[src/rtl/pll_pkg.sv]
// Shared state encoding and 16 MHz default timing for the PLL reset sequencer.
package pll_pkg;

   typedef logic [2:0] pll_state_t;

   localparam pll_state_t StHold     = 3'd0;
   localparam pll_state_t StWaitLock = 3'd1;
   localparam pll_state_t StSettle   = 3'd2;
   localparam pll_state_t StRun      = 3'd3;
   localparam pll_state_t StFault    = 3'd4;

   localparam int unsigned LOCK_SYNC_STAGES = 2;

   localparam int unsigned DEF_RESET_CYCLES  = 16;
   localparam int unsigned DEF_LOCK_TIMEOUT  = 1600;  // 100 us at 16 MHz
   localparam int unsigned DEF_STABLE_CYCLES = 256;
   localparam int unsigned DEF_MAX_RETRIES   = 3;
   localparam int unsigned DEF_CNT_W         = 16;

endpackage

[src/rtl/sync_2ff.sv]
// Generic two-flop bit synchronizer with asynchronous active-low clear.
module sync_2ff (
   input  logic clk,
   input  logic rst_n,
   input  logic d,
   output logic q
);

   logic meta_q;

   always_ff @(posedge clk or negedge rst_n) begin
      if (!rst_n) begin
         meta_q <= 1'b0;
         q      <= 1'b0;
      end else begin
         meta_q <= d;
         q      <= meta_q;
      end
   end

endmodule

[src/rtl/pll_reset_sequencer.sv]
// PLL start-up / recovery sequencer in the reference clock domain.
// Optional bypass fallback in FAULT: define PLL_BYPASS_FALLBACK_EN.
module pll_reset_sequencer
   import pll_pkg::*;
#(
   parameter int unsigned RESET_CYCLES  = DEF_RESET_CYCLES,
   parameter int unsigned LOCK_TIMEOUT  = DEF_LOCK_TIMEOUT,
   parameter int unsigned STABLE_CYCLES = DEF_STABLE_CYCLES,
   parameter int unsigned MAX_RETRIES   = DEF_MAX_RETRIES,
   parameter int unsigned CNT_W         = DEF_CNT_W
) (
   input  logic       clk_in,
   input  logic       rst_n,
   input  logic       pll_lock,
   output logic       pll_resetb,
   output logic       pll_bypass,
   output logic       sys_reset,
   output logic [2:0] state_o,
   output logic [1:0] retry_cnt,
   output logic [7:0] lock_loss_cnt,
   output logic       fault
);

   localparam logic [CNT_W-1:0] HoldLast    = CNT_W'(RESET_CYCLES - 1);
   localparam logic [CNT_W-1:0] TimeoutLast = CNT_W'(LOCK_TIMEOUT - 1);
   localparam logic [CNT_W-1:0] StableLast  = CNT_W'(STABLE_CYCLES - 1);
   localparam logic [1:0]       RetryMax    = 2'(MAX_RETRIES);

   logic             lock_s;
   pll_state_t       state_q, state_d;
   logic [CNT_W-1:0] timer_q, timer_d;
   logic [1:0]       retry_q, retry_d;
   logic [7:0]       loss_q, loss_d;
   logic             sys_reset_q, sys_reset_d;
   logic             resetb_q, fault_q;

   sync_2ff u_lock_sync (
      .clk   (clk_in),
      .rst_n (rst_n),
      .d     (pll_lock),
      .q     (lock_s)
   );

   always_comb begin
      state_d = state_q;
      timer_d = timer_q + CNT_W'(1);
      retry_d = retry_q;
      loss_d  = loss_q;
      unique case (state_q)
         StHold: begin
            if (timer_q == HoldLast) begin
               state_d = StWaitLock;
               timer_d = '0;
            end
         end
         StWaitLock: begin
            // Lock on the timeout cycle wins over the retry.
            if (lock_s) begin
               state_d = StSettle;
               timer_d = '0;
            end else if (timer_q == TimeoutLast) begin
               timer_d = '0;
               if (retry_q < RetryMax) begin
                  retry_d = retry_q + 2'd1;
                  state_d = StHold;
               end else begin
                  state_d = StFault;
               end
            end
         end
         StSettle: begin
            if (!lock_s) begin
               state_d = StWaitLock;
               timer_d = '0;
            end else if (timer_q == StableLast) begin
               state_d = StRun;
               timer_d = '0;
               retry_d = '0;
            end
         end
         StRun: begin
            timer_d = '0;
            if (!lock_s) begin
               state_d = StHold;
               if (loss_q != 8'hff) loss_d = loss_q + 8'd1;
            end
         end
         StFault: begin
            // Saturate so the bypass release point stays stable forever.
            if (timer_q == HoldLast) timer_d = timer_q;
         end
         default: begin
            state_d = StHold;
            timer_d = '0;
         end
      endcase
   end

   always_comb begin
      sys_reset_d = !(state_q == StRun && lock_s);
`ifdef PLL_BYPASS_FALLBACK_EN
      if (state_q == StFault && timer_q == HoldLast) sys_reset_d = 1'b0;
`endif
   end

   always_ff @(posedge clk_in or negedge rst_n) begin
      if (!rst_n) begin
         state_q     <= StHold;
         timer_q     <= '0;
         retry_q     <= '0;
         loss_q      <= '0;
         sys_reset_q <= 1'b1;
         resetb_q    <= 1'b0;
         fault_q     <= 1'b0;
      end else begin
         state_q     <= state_d;
         timer_q     <= timer_d;
         retry_q     <= retry_d;
         loss_q      <= loss_d;
         sys_reset_q <= sys_reset_d;
         resetb_q    <= !(state_d == StHold || state_d == StFault);
         fault_q     <= (state_d == StFault);
      end
   end

`ifdef PLL_BYPASS_FALLBACK_EN
   logic bypass_q;

   always_ff @(posedge clk_in or negedge rst_n) begin
      if (!rst_n) bypass_q <= 1'b0;
      else        bypass_q <= (state_d == StFault);
   end

   assign pll_bypass = bypass_q;
`else
   assign pll_bypass = 1'b0;
`endif

   assign pll_resetb    = resetb_q;
   assign sys_reset     = sys_reset_q;
   assign state_o       = state_q;
   assign retry_cnt     = retry_q;
   assign lock_loss_cnt = loss_q;
   assign fault         = fault_q;

endmodule

[config.mk]
export PLATFORM = sky130hd
export DESIGN_NAME = pll_reset_sequencer
export DESIGN_NICKNAME = d
export VERILOG_FILES = /design/src/rtl/pll_pkg.sv /design/src/rtl/sync_2ff.sv /design/src/rtl/pll_reset_sequencer.sv
export SDC_FILE = /design/constraint.sdc
export NUM_CORES = 1
export LEC_CHECK = 0
export BUFFER_PORTS_ARGS = -buffer_cell sky130_fd_sc_hd__buf_2
export CAP_MARGIN = 40
export CORE_UTILIZATION = 45
export CTS_BUF_LIST = sky130_fd_sc_hd__clkbuf_4 sky130_fd_sc_hd__clkbuf_8
export CTS_CLUSTER_DIAMETER = 50
export DETAILED_ROUTE_END_ITERATION = 16
export GPL_TIMING_DRIVEN = 0
export SLEW_MARGIN = 20
export SYNTH_ARGS = -nofsm -noshare
export SYNTH_HDL_FRONTEND = slang
export SYNTH_SLANG_ARGS = --single-unit
[constraint.sdc]
create_clock -name clk_in -period 2.75 [get_ports clk_in]
set_clock_uncertainty 0.05 [all_clocks]
set_input_delay 0.6875 -clock clk_in [delete_from_list [all_inputs] [get_ports clk_in]]
set_output_delay 0.6875 -clock clk_in [all_outputs]
set_load 0.05 [all_outputs]
* Word level (Yosys, flattened, before mapping)
Cells that the tools add are included.
Word-level totals: register bits 34
Cells by class: add/sub/neg operators 3, magnitude comparators 1, equality and inequality tests 15, mux-type cells 21, bitwise gates (word level) 1, reductions and logical operators 9
Operators by type and width (count):
- 16-bit two-way mux | 6
- 16-bit case mux with 4 select lines | 1
- 3-bit two-way mux | 7
- 16-bit by 1-bit adder with 16-bit output, second input constant | 1
- 16-bit by 11-bit equality test with 1-bit output, second input constant | 1
- 16-bit by 4-bit equality test with 1-bit output, second input constant | 1
- 16-bit by 8-bit equality test with 1-bit output, second input constant | 1
- 3-bit case mux with 5 select lines | 1
- 2-bit two-way mux | 5
- 2-bit inequality test, second input constant | 5
- 8-bit by 1-bit adder with 8-bit output, second input constant | 1
- 8-bit inequality test, second input constant | 1
- 3-bit by 2-bit equality test with 1-bit output, second input constant | 2
- 3-bit equality test, second input constant | 2
- 3-bit logical NOT | 2
- 6-bit AND reduction | 1
- 2-bit case mux with 2 select lines | 1
- 3-bit by 1-bit equality test with 1-bit output, second input constant | 1
- 3-bit AND reduction | 1
- 2-bit by 1-bit adder with 2-bit output, second input constant | 1
- 1-bit logical NOT | 2
- 2-bit less-than comparator, second input constant | 1
- 2-bit by 1-bit inequality test with 1-bit output, second input constant | 1
- 2-bit nonzero test | 1
- other kinds (3) | 3

* Depth between registers and ports, before layout
depth after elaboration 8, mapped depth 7, gate-level depth less buffers 6

* Hierarchy
From an unflattened synthesis, not the netlist that was laid out.
Second synthesis, totals: cell total of the unflattened synthesis 166, area, all modules 1721.7 um2
Modules (own cells, without submodules):
- pll_reset_sequencer | instances 1, cells an instance 164, area an instance 1671.6 um2, seq. area each 802.0 um2
- sync_2ff | instances 1, cells an instance 2, area an instance 50.0 um2, seq. area each 50.0 um2

* Worst setup path before layout
No wires, ideal clock.
kind flip-flop to flip-flop, start point reg state_q[2], in the netlist state_o[2], end point reg timer_q[1], setup time 132 ps, data arrival time 1779 ps, required time 2568 ps, setup slack 789 ps, cell stages (with the launch flop) 7, clock period less this slack 1961 ps, path through dfrtp_1 buf_4 and2b_2 and3b_2 a22oi_1 a21boi_4 o22ai_1
Between the ends: word-level cells in the longest chain between the ends 2, elaborated cells on any way between the ends 6
RTL lines:
- start: declaration | RTL line pll_reset_sequencer.sv:30 | pll_state_t state_q, state_d;
- start signal: assignment | RTL line pll_reset_sequencer.sv:108 | state_q <= StHold;
- start signal: assignment | RTL line pll_reset_sequencer.sv:116 | state_q <= state_d;
- 3-bit equality test (tied with other cells) | RTL line pll_reset_sequencer.sv:49 | unique case (state_q)
- 16-bit case mux with 4 select lines / 2-bit inequality test (equally long branches)
- end signal: assignment | RTL line pll_reset_sequencer.sv:117 | timer_q <= timer_d;
- end: declaration | RTL line pll_reset_sequencer.sv:31 | logic [CNT_W-1:0] timer_q, timer_d;
Parallel ways exist; a longest one is shown, timed or not. A chain may end at the register's enable or synchronous reset.

* Worst setup path in the final report
start point reg timer_q[0], end point reg timer_q[1]
Between the ends: word-level cells in the longest chain between the ends 4, elaborated cells on any way between the ends 12
RTL lines:
- 16-bit by 1-bit adder with 16-bit output (tied with other cells) | RTL line pll_reset_sequencer.sv:46 | timer_d = timer_q + CNT_W'(1);
- 16-bit two-way mux, on equally long branches | RTL line pll_reset_sequencer.sv:75, pll_reset_sequencer.sv:61
- 16-bit two-way mux, on equally long branches | RTL line pll_reset_sequencer.sv:72, pll_reset_sequencer.sv:58
- 16-bit case mux with 4 select lines | RTL line pll_reset_sequencer.sv:49
Parallel ways exist; a longest one is shown, timed or not. The select of a mux whose other input is x is not followed.

==> impl_results.md <==
- Netlist cell types: 50
- Total gr overflow: 0
- DR vias: 1,261
- Power share of the clock group: 0.248
- Startpoint types: flop
- Final Hold Vio Count: 0
- Largest net degree at the start of global routing: 35
- Die W: 63.9 µm
- Min-delay worst type: in2async
- Pwr dens: 774 mW/mm²
- # Max-Cap Violations: 0
- Initial antenna violation count: 0
- Final instance area: 0.00200 mm²
- Max-slew violations: 0
- CTS-repair resized insts: 0
- Sw frac: 0.368
- Total CTS buffers: 5
- Period utilization: 0.744
- Vias/cell: 5.48
- Internal: 0.000978 W
- # nets final: 187
- DRT antenna net count: 0
- H-tree Lvls: 2
- Drt initial violations: 77
- Mean routed wirelength per cell: 14.0 µm
- Fill count: 303
- Skew-Pair Late Insertion Delay: 280 ps
- Drt drc: 0
- Die ar.: 0.00409 mm²
- Final core utilization: 0.546
- Reg2reg setup slack: 700 ps
- Commonest non-fill, non-tap cells in the layout: dfrtp_1, buf_2, nor2_1
- Seq/Total Area, Yosys: 0.494
- CTS clk-pin slew, worst paths: 70 ps
- R2R Path End: timer_q[1]
- Syn avg cell area: 11.1 µm²
- Core Rows: 22
- Ant. Diodes: 0
- Root buffer cell: clkbuf_8
- Sequential share of power: 0.411
- R2r startpoint: timer_q[0]
- Fin Setup TNS: 0 ps
- Gate Count Post-Synth: 155
- Final setup fails: 0
- Commonest non-fill, non-tap cell in the layout: dfrtp_1
- Post-synth ARST share: 1.00
- RSZ-0062 raised after global routing: false
- Outcome: completed
- CP Class: reg2reg
- Dpl hpwl: 2.33 mm
- Area post-placement: 0.00188 mm²
- Critical Path End: timer_q[1]
- Crit. Startpoint: timer_q[0]
- Psw: 0.000568 W
- Initial core utilization: 0.471
- Maximum clock frequency: 0.489 GHz
- Ys Warns: 0
- Post-Route WL: 3.23 mm
- Main flop type after synthesis: dfrtp_1
- EDFF count, synth: 0
- Worst-path fanout max: 7
- Worst vdd ir: 0.306 mV
- Worst EP required: 2850 ps
- Comb power frac: 0.341
- CP endpoint kind: flop
- Post-synth net total: 161
- Crit path DAT: 2150 ps
- Post-layout min period: 2050 ps
- Placeable core region: 0.00366 mm²
- # IOs: 20
- Lkg Pwr: 0.945 nW
- Area grow syn2layout: 15.8%
- Mapped cell area: 0.00173 mm²
- RD Place Congestion: 0.802
- CTS Sinks: 34
- CTS Buffer Depth: 2
- Vias in the first global route: 1,281
- Layout cell share with drive strength beyond 1: 0.253
- Postcts setup bufs: 0
- FF-to-FF path depth: 6
- CTS tree: done
- PortBufs: 18
- Synth Register Bits: 34
- Die span in y: 63.9 µm
- First-pass GRT wire length: 5.56 mm
- CTS Hold Bufs: 0
- DR pass1 iterations: 4
- Tot GR Track Use: 0.179
cells by family after synthesis:
group | synth area share
xor gates and xnor gates | 0.0964
muxes | 0.0123
buffers and inverters | 0.0283
AOI/OAI and AO/OA | 0.0921
DFF | 0.494
other | 0.00217
and+or+nand+nor | 0.247
adders and majority gates | 0.0276
state kept, by name, summed over array words and instances, names as in the netlist:
register and flops:
timer_q 16, lock_loss_cnt 8, state_o 3, retry_cnt 2, fault 1, pll_resetb 1, sys_reset 1, u_lock_sync.meta_q 1
u_lock_sync.q 1
worst max-delay path, cell delays in order, from the launching register on:
cell and delay (ps):
dfrtp_1 410, ha_1 210, and3_1 300, nand4_1 210
a22oi_1 290, a21boi_4 310, o22ai_1 130
through the flow:
| stage | std cells | setup WS [ps] | power [W] | hold WS [ps] |
|---|---|---|---|---|
| after global routing | 230 | 541 | 0.00164 | 261 |
| after global placement | 221 | 753 | 0.00115 | 283 |
| after CTS | 229 | 718 | 0.00156 | 313 |
| after detailed placement | 221 | 734 | 0.00117 | 299 |
| after floorplan | 155 | 789 | 0.00105 | 281 |
| final | 230 | 704 | 0.00155 | 242 |
power groups by stage:
stage               Combinational, W  Clock [W]  Sequential, W
floorplan                   0.000311          0       0.000735
global placement            0.000514          0       0.000639
detailed placement          0.000528          0       0.000645
CTS                         0.000528   0.000392       0.000636
global route                0.000581   0.000413       0.000648
finish                      0.000527   0.000383       0.000636
synthesized netlist by cell type (2+ instances only):
cell type,n,area (µm²)
a31oi_1,2,12.5
and2_1,2,12.5
and3_1,3,18.8
and4_1,3,26.3
buf_4,4,30.0
dfrtp_1,33,826
ha_1,3,37.5
inv_1,2,7.51
nand2_1,7,26.3
nand2b_1,2,12.5
nand3_1,7,35.0
nand3b_1,2,15.0
nand4_1,7,43.8
nand4_2,2,25.0
nor2_1,14,52.6
nor2b_1,3,18.8
nor3_1,3,15.0
o21ai_0,7,35.0
xnor2_1,9,78.8
xor2_1,10,87.6
how the worst min path moves through the flow:
| stage | start | end | slack, ps | depth (start not counted) |
|---|---|---|---|---|
| 2_1_floorplan | u_lock_sync.meta_q | u_lock_sync.q | 280 | 0 |
| 3_3_place_gp | u_lock_sync.meta_q | u_lock_sync.q | 280 | 0 |
| 3_5_place_dp | u_lock_sync.meta_q | u_lock_sync.q | 300 | 0 |
| 4_1_cts | u_lock_sync.meta_q | u_lock_sync.q | 310 | 0 |
| 5_1_grt | rst_n | lock_loss_cnt[6] | 260 | 1 |
| 6_report | rst_n | timer_q[0] | 240 | 1 |
layout make-up:
| type | instances | area, µm² | share of cell area |
|---|---|---|---|
| Tap cell | 48 | 60.1 | 0.0301 |
| Multi-Input combinational cell | 114 | 825 | 0.413 |
| Buffer | 5 | 41.3 | 0.0207 |
| Clock inverter | 1 | 5.00 | 0.00250 |
| Clock buffer | 7 | 90.1 | 0.0451 |
| Timing Repair Buffer | 19 | 118 | 0.0589 |
| Sequential cell | 34 | 852 | 0.426 |
| Inverter | 2 | 7.51 | 0.00376 |
metal layers:
| metal | part of all wire | vias up | track usage |
|---|---|---|---|
| met3 | 0.039 | 5 | 0.0518 |
| li1 | - | 608 | - |
| met2 | 0.50 | 27 | 0.307 |
| met4 | 0.012 | 0 | 0.0710 |
| met1 | 0.44 | 621 | 0.208 |
| met5 | 0 | - | 0 |
No activity file was read; power rests on OpenSTA's default activity.
